File: src/rtl/manch_pkg.sv
// Shared encoding constants and FSM state type for the Manchester frame transmitter.
// Defining MANCH_PARITY_EN adds the PAR state used for the per-byte even-parity bit.
package manch_pkg;

   typedef enum logic [2:0] {
      IDLE,
      PRE,
      DATA,
`ifdef MANCH_PARITY_EN
      PAR,
`endif
      GAP
   } state_e;

   localparam logic [7:0] PREAMBLE = 8'h55;
   localparam int         GAP_CLKS = 4;
   localparam logic [1:0] GAP_LAST = 2'(GAP_CLKS - 1);

   // A one bit is sent high-then-low and a zero bit low-then-high.
   localparam logic ONE_FIRST_HALF   = 1'b1;
   localparam logic ONE_SECOND_HALF  = 1'b0;
   localparam logic ZERO_FIRST_HALF  = 1'b0;
   localparam logic ZERO_SECOND_HALF = 1'b1;
   localparam logic IDLE_LEVEL       = 1'b0;

endpackage

File: src/rtl/manchester_half_enc.sv
// Registered half-bit encoder: turns an NRZ bit plus half flag into the Manchester line level.
// The line rests at the idle level whenever the encoder is not enabled.
module manchester_half_enc
   import manch_pkg::*;
(
   input  logic clock,
   input  logic rst_b,
   input  logic en_i,
   input  logic nrz_i,
   input  logic half_i,
   output logic line_o
);

   logic line_q, line_d;

   always_comb begin
      line_d = IDLE_LEVEL;
      if (en_i) begin
         if (nrz_i) line_d = half_i ? ONE_SECOND_HALF : ONE_FIRST_HALF;
         else       line_d = half_i ? ZERO_SECOND_HALF : ZERO_FIRST_HALF;
      end
   end

   always_ff @(negedge clock or negedge rst_b) begin
      if (!rst_b) line_q <= IDLE_LEVEL;
      else        line_q <= line_d;
   end

   assign line_o = line_q;

endmodule

File: src/rtl/manchester_frame_tx.sv
// Manchester frame transmitter: preamble, LSB-first data bytes, optional parity, trailing gap.
// Defining MANCH_PARITY_EN appends an even-parity bit after every byte.
module manchester_frame_tx
   import manch_pkg::*;
(
   input  logic       clock,
   input  logic       rst_b,
   input  logic       tx_valid,
   input  logic [7:0] tx_data,
   input  logic       tx_last,
   output logic       tx_ready,
   output logic       B_out,
   output logic       busy,
   output logic       underrun
);

   state_e     state_q, state_d;
   logic [2:0] bit_q, bit_d;
   logic       half_q, half_d;
   logic [1:0] gap_q, gap_d;
   logic [7:0] byte_q, byte_d;
   logic       last_q, last_d;
   logic       ready_q, ready_d;
   logic       busy_q, busy_d;
   logic       under_q, under_d;

   logic accept;
   logic dataEnd;
   logic byteEnd;
   logic finalNext;
   logic lineEn;
   logic nrzBit;

   assign accept  = tx_valid && ready_q;
   assign dataEnd = (state_q == DATA) && (bit_q == 3'd7) && half_q;
`ifdef MANCH_PARITY_EN
   assign byteEnd = (state_q == PAR) && half_q;
`else
   assign byteEnd = dataEnd;
`endif

   // Outputs are registered, so tx_ready is derived from where the FSM is about to be.
   always_comb begin
      state_d = state_q;
      bit_d   = bit_q;
      half_d  = half_q;
      gap_d   = gap_q;
      byte_d  = byte_q;
      last_d  = last_q;
      under_d = 1'b0;
      case (state_q)
         IDLE: begin
            if (accept) begin
               state_d = PRE;
               byte_d  = tx_data;
               last_d  = tx_last;
               bit_d   = 3'd0;
               half_d  = 1'b0;
            end
         end
         PRE: begin
            half_d = ~half_q;
            if (half_q) bit_d = bit_q + 3'd1;
            if ((bit_q == 3'd7) && half_q) state_d = DATA;
         end
         DATA: begin
            half_d = ~half_q;
            if (half_q) bit_d = bit_q + 3'd1;
`ifdef MANCH_PARITY_EN
            if (dataEnd) state_d = PAR;
`endif
         end
`ifdef MANCH_PARITY_EN
         PAR: begin
            half_d = ~half_q;
         end
`endif
         GAP: begin
            gap_d = gap_q + 2'd1;
            if (gap_q == GAP_LAST) begin
               state_d = IDLE;
               gap_d   = 2'd0;
            end
         end
         default: state_d = IDLE;
      endcase

      if (byteEnd) begin
         if (last_q) begin
            state_d = GAP;
         end else if (accept) begin
            state_d = DATA;
            byte_d  = tx_data;
            last_d  = tx_last;
         end else begin
            state_d = GAP;
            under_d = 1'b1;
         end
      end

`ifdef MANCH_PARITY_EN
      finalNext = (state_d == PAR) && half_d;
`else
      finalNext = (state_d == DATA) && (bit_d == 3'd7) && half_d;
`endif
      ready_d = (state_d == IDLE) || (!last_d && finalNext);
      busy_d  = (state_d != IDLE);
   end

   always_ff @(negedge clock or negedge rst_b) begin
      if (!rst_b) begin
         state_q <= IDLE;
         bit_q   <= 3'd0;
         half_q  <= 1'b0;
         gap_q   <= 2'd0;
         byte_q  <= 8'd0;
         last_q  <= 1'b0;
         ready_q <= 1'b0;
         busy_q  <= 1'b0;
         under_q <= 1'b0;
      end else begin
         state_q <= state_d;
         bit_q   <= bit_d;
         half_q  <= half_d;
         gap_q   <= gap_d;
         byte_q  <= byte_d;
         last_q  <= last_d;
         ready_q <= ready_d;
         busy_q  <= busy_d;
         under_q <= under_d;
      end
   end

   always_comb begin
      nrzBit = 1'b0;
      lineEn = 1'b0;
      case (state_q)
         PRE: begin
            nrzBit = PREAMBLE[bit_q];
            lineEn = 1'b1;
         end
         DATA: begin
            nrzBit = byte_q[bit_q];
            lineEn = 1'b1;
         end
`ifdef MANCH_PARITY_EN
         PAR: begin
            nrzBit = ^byte_q;
            lineEn = 1'b1;
         end
`endif
         default: ;
      endcase
   end

   manchester_half_enc uHalfEnc (
      .clock  (clock),
      .rst_b  (rst_b),
      .en_i   (lineEn),
      .nrz_i  (nrzBit),
      .half_i (half_q),
      .line_o (B_out)
   );

   assign tx_ready = ready_q;
   assign busy     = busy_q;
   assign underrun = under_q;

endmodule

File: config.mk
export PLATFORM = sky130hd
export DESIGN_NAME = manchester_frame_tx
export DESIGN_NICKNAME = d
export VERILOG_FILES = /design/src/rtl/manch_pkg.sv /design/src/rtl/manchester_half_enc.sv /design/src/rtl/manchester_frame_tx.sv
export SDC_FILE = /design/constraint.sdc
export NUM_CORES = 1
export LEC_CHECK = 0
export ABC_AREA = 0
export CORE_MARGIN = 2
export CORE_UTILIZATION = 53
export DETAILED_ROUTE_END_ITERATION = 6
export GPL_ROUTABILITY_DRIVEN = 0
export MAX_ROUTING_LAYER = met4
export PLACE_DENSITY = 0.89
export SYNTH_ARGS = -nofsm -noshare
export SYNTH_HDL_FRONTEND = slang
export SYNTH_SLANG_ARGS = --single-unit
File: constraint.sdc
create_clock -name clock -period 2 [get_ports clock]
set_input_delay 0.4 -clock clock [delete_from_list [all_inputs] [get_ports clock]]
set_output_delay 0.4 -clock clock [all_outputs]
set_load 0.01 [all_outputs]
# Word-level counts from Yosys, hierarchy flattened
# Memories as Yosys holds them, arrays and structs flattened.
# Index checks and enable logic that the tools add are counted.
[totals]
regBits = 22
latch_bits = 0
ram_bits = 0
rom_bits = 8
inputBits = 12
out_inout_bits = 4
elab_cells = 70
mem_count = 1
[mem_list]
columns = ["memory", "words", "width", "rd", "rd_ports_with_merged_regs", "write_ports", "line", "rtl"]
rows = [
  ["(name not given)", 8, 1, 1, 0, 0, "manchester_frame_tx.sv:139", "nrzBit = PREAMBLE[bit_q];"],
]
[classes]
add_sub_neg = 2
n_mul = 0
n_div = 0
magnitude_cmp = 1
eq_ne = 7
n_shift = 0
n_mux = 35
bitwise_logic = 1
reduce_logical = 13
[op_table]
columns = ["cell", "n"]
rows = [
  ["2-to-1 mux 8 bit", 5],
  ["2-to-1 mux 1 bit", 18],
  ["2-to-1 mux 3 bit", 6],
  ["case mux 3 bit (4 select lines)", 1],
  ["equality test 3 x 2 -> 1 bit (second input constant)", 3],
  ["logical AND 1 bit", 7],
  ["equality test 3 bit (second input constant)", 2],
  ["logical NOT 3 bit", 2],
  ["case mux 3 bit (2 select lines)", 1],
  ["less-than comparator 3 x 4 -> 1 bit (second input constant)", 1],
  ["case mux 1 bit (2 select lines)", 2],
  ["adder 3 x 1 -> 3 bit (second input constant)", 1],
  ["binary-select mux 1 bit (select 3 bit)", 1],
  ["equality test 3 x 1 -> 1 bit (second input constant)", 1],
  ["nonzero test 3 bit", 1],
  ["adder 2 x 1 -> 2 bit (second input constant)", 1],
  ["equality test 2 bit (second input constant)", 1],
  ["2-to-1 mux 2 bit", 1],
  ["OR reduction 2 bit", 1],
  ["logical NOT 1 bit", 1],
  ["logical OR 1 bit", 1],
  ["inverter 1 bit", 1],
]

# Depth between registers and ports, before layout
[depth]
depth_word = 10
mapped_depth = 7
depth_no_buf = 7

# Modules after synthesis
# Synthesis repeated with hierarchy kept, for this count alone.
[hier_totals]
hier_cells = 110
hier_area_um2 = 1182.4
[by_module_without_submodules]
columns = ["mod", "n_inst", "cells_each", "area_per_inst_um2", "seq_area_each_um2"]
rows = [
  ["manchester_frame_tx", 1, 107, 1142.3, 525.5],
  ["manchester_half_enc", 1, 3, 40.0, 25.0],
]

==> flow_summary.ini <==
[setup_path]
slowest_stage = dfrtn_1
worstSetupPathType = reg2out
cp_max_fo = 2
cpPeakStageDelay_ps = 430
critPathBufInv = 1
cp_top_family = flip-flops
crit_chain = buf_2
reg2reg_depth = 7
setup.worst_path.end_class = output port
worstSetupStartpointType = register
critPathArrivalTime_ps = 1880
critical_path_depth = 1
required_ps = 1600
r2r_slack_ps = 30

[global_route]
antenna_found_initial = 0
grt_pass1_wl_um = 4530
grt_overflow = 0
grt.total_usage = 0.252
first_global_vias = 922
grt_max_degree = 23

[synth]
yosysTopAreaCell = dfrtn_1
synth_common_cells = dfrtn_1 (22), mux2_1 (9), nand2_1 (6)
synthFlopType = dfrtn_1
synthCells = 97
synth_edf_count = 0
synth_top_cell_area_share = 0.477
synth.distinct_cells = 41
synthArstFlopShare = 1.00
synth_most_common_cell = dfrtn_1
synth-seq-cells = 22
syn-num-nets = 112
syn_area_per_cell_um2 = 11.9
synth.area.top_cells = dfrtn_1 (48%), mux2_1 (8.8%), mux4_1 (4.6%)
ys_seq_area_frac = 0.477
yosysWarnings = 0
synth_area_um2 = 1150

[min_path]
hold_class = reg2reg
whs_path_depth = 1

[routing]
vias_per_cell = 6.10
wl_um = 2780
drtIter0Drc = 37
drcViolationCount = 0
drt-pass1-iter-count = 4
wire_per_inst_um = 18.2
antenna_left = 0
vias = 933

[cells_and_area]
antenna_cells = 0
final_util = 0.776
nFillCells = 121
final_nets = 142
syn2layout_area_growth_pct = 34.6
drive_above_1_share = 0.341
stdcell_count = 153

[pwr]
p_switching_w = 0.000330
leakagePower_nw = 0.718
netSwitchingFraction = 0.280
ir_worst_vdd_uv = 571
p_per_area_nw_per_um2 = 758
p_clk_frac = 0.209
seqPwrFrac = 0.487
internal_power_w = 0.000847
p_comb_frac = 0.304
finalPower_w = 0.00118

[clocking]
cts_hold_buf = 0
cts_tree = done
cts_max_path_buffers = 2
cts_num_sinks = 22
clk_latency_ps = 300
cts-root-buf = clkbuf_4
numCtsBuffers = 3
clkTransAtPathRegs_ps = 80
htreeDepth = 1

[timing]
drv_slew = 0
clock_skew_ps = 1.67
rsz0062_at_grt = true
hold_viol = 0
setup_ws_ps = -281
finalSetupViolCount = 13

[placed_design]
dp_cells = 145
dp_hpwl_um = 1780
io_buffers = 15

[die]
coreArea_um2 = 2000
dieArea_um2 = 2570
ioPinCount = 16
rows = 16
initial_core_util = 0.576
die_h_um = 50.7
die_x_um = 50.7

[flow_run]
drv_cap = 0

[status]
status = finished with violations
violations = negative setup slack
[cell families after synthesis]
logic type | synth area share
xor+xnor | 0.0228
fa+ha+maj | 0.0325
flops | 0.477
compound gates | 0.141
simple gates | 0.113
buf+inv | 0.0499
other cells | 0.00325
mux | 0.161
[per-stage QoR]
| step | hold WS [ps] | area, µm² | worst slack [ps] | setup TNS [ps] |
|---|---|---|---|---|
| after floorplan | 409 | 1170 | -247 | -2530 |
| after global placement | 420 | 1410 | -945 | -14970 |
| after detailed placement | 437 | 1410 | -1000 | -15670 |
| after CTS | 464 | 1520 | -262 | -2330 |
| after global routing | 479 | 1550 | -304 | -2970 |
| final | 464 | 1550 | -281 | -2600 |
[area by class of cell]
class / instances / area (µm²) / area share
Tap cell: 27 / 33.8 / 0.0218
Sequential cell: 22 / 551 / 0.355
Clock buffer: 4 / 36.3 / 0.0234
Timing Repair Buffer: 31 / 290 / 0.187
Multi-Input combinational cell: 65 / 627 / 0.404
Inverter: 4 / 15.0 / 0.00967
[metal layers]
metal  up-vias  global-route usage  part of all wire
li1        413                   -                 -
met1       476               0.308              0.40
met2        42               0.428              0.54
met3         2              0.0506             0.058
met4         0              0.0676            0.0047
met5         -                   -                 0
[final timing paths]
path / startpoint / endpoint
setup / recovery: tx_ready$_DFF_NN0_ / tx_ready
hold / removal: byte_q[2]$_DFF_NN0_ / byte_q[2]$_DFF_NN0_
setup reg to reg: bit_q[1]$_DFF_NN0_ / byte_q[5]$_DFF_NN0_
hold reg to reg: byte_q[2]$_DFF_NN0_ / byte_q[2]$_DFF_NN0_
max in group asynchronous: rst_b / uHalfEnc.line_o$_DFF_NN0_
min in group asynchronous: rst_b / state_q[1]$_DFF_NN0_
[layout by cell type, fill, tap and decap left out, types with 2 or more instances in the layout]
master / count
dfrtn_1: 22
buf_4: 11
mux2_4: 9
clkdlybuf4s50_1: 9
nand2_1: 5
inv_1: 4
buf_2: 4
xnor2_1: 3
nor3_1: 3
nor2_1: 3
ha_1: 3
clkbuf_4: 3
buf_6: 3
o21ai_1: 2
o211ai_1: 2
nor3b_1: 2
mux2i_1: 2
mux4_1: 2
buf_12: 2
[state kept, by name, indices dropped and copies added (netlist names)]
signal / flops
byte_q: 8
bit_q: 3
state_q: 3
gap_q: 2
busy: 1
half_q: 1
last_q: 1
tx_ready: 1
uHalfEnc.line_o: 1
underrun: 1
[worst reg2reg max path: stages, from the launching register on]
cell	delay [ps]
dfrtn_1	470
ha_1	170
ha_1	160
nand2_1	90
or2_1	270
a21oi_4	210
buf_12	160
mux2_4	310
[power groups by stage]
stage	logic [W]	clock network, W	registers [W]
2_1_floorplan	0.000205	0	0.000550
3_5_place_dp	0.000292	0	0.000574
4_1_cts	0.000343	0.000250	0.000569
6_report	0.000358	0.000246	0.000573
5_1_grt	0.000386	0.000270	0.000581
3_3_place_gp	0.000278	0	0.000566
[repair_timing]
item,in CTS,in global routing
pin swaps,8,7
endpoints found under the setup margin,21,16
setup buffers,4,1
resized for setup,38,6
No activity file was read; power rests on OpenSTA's default activity.
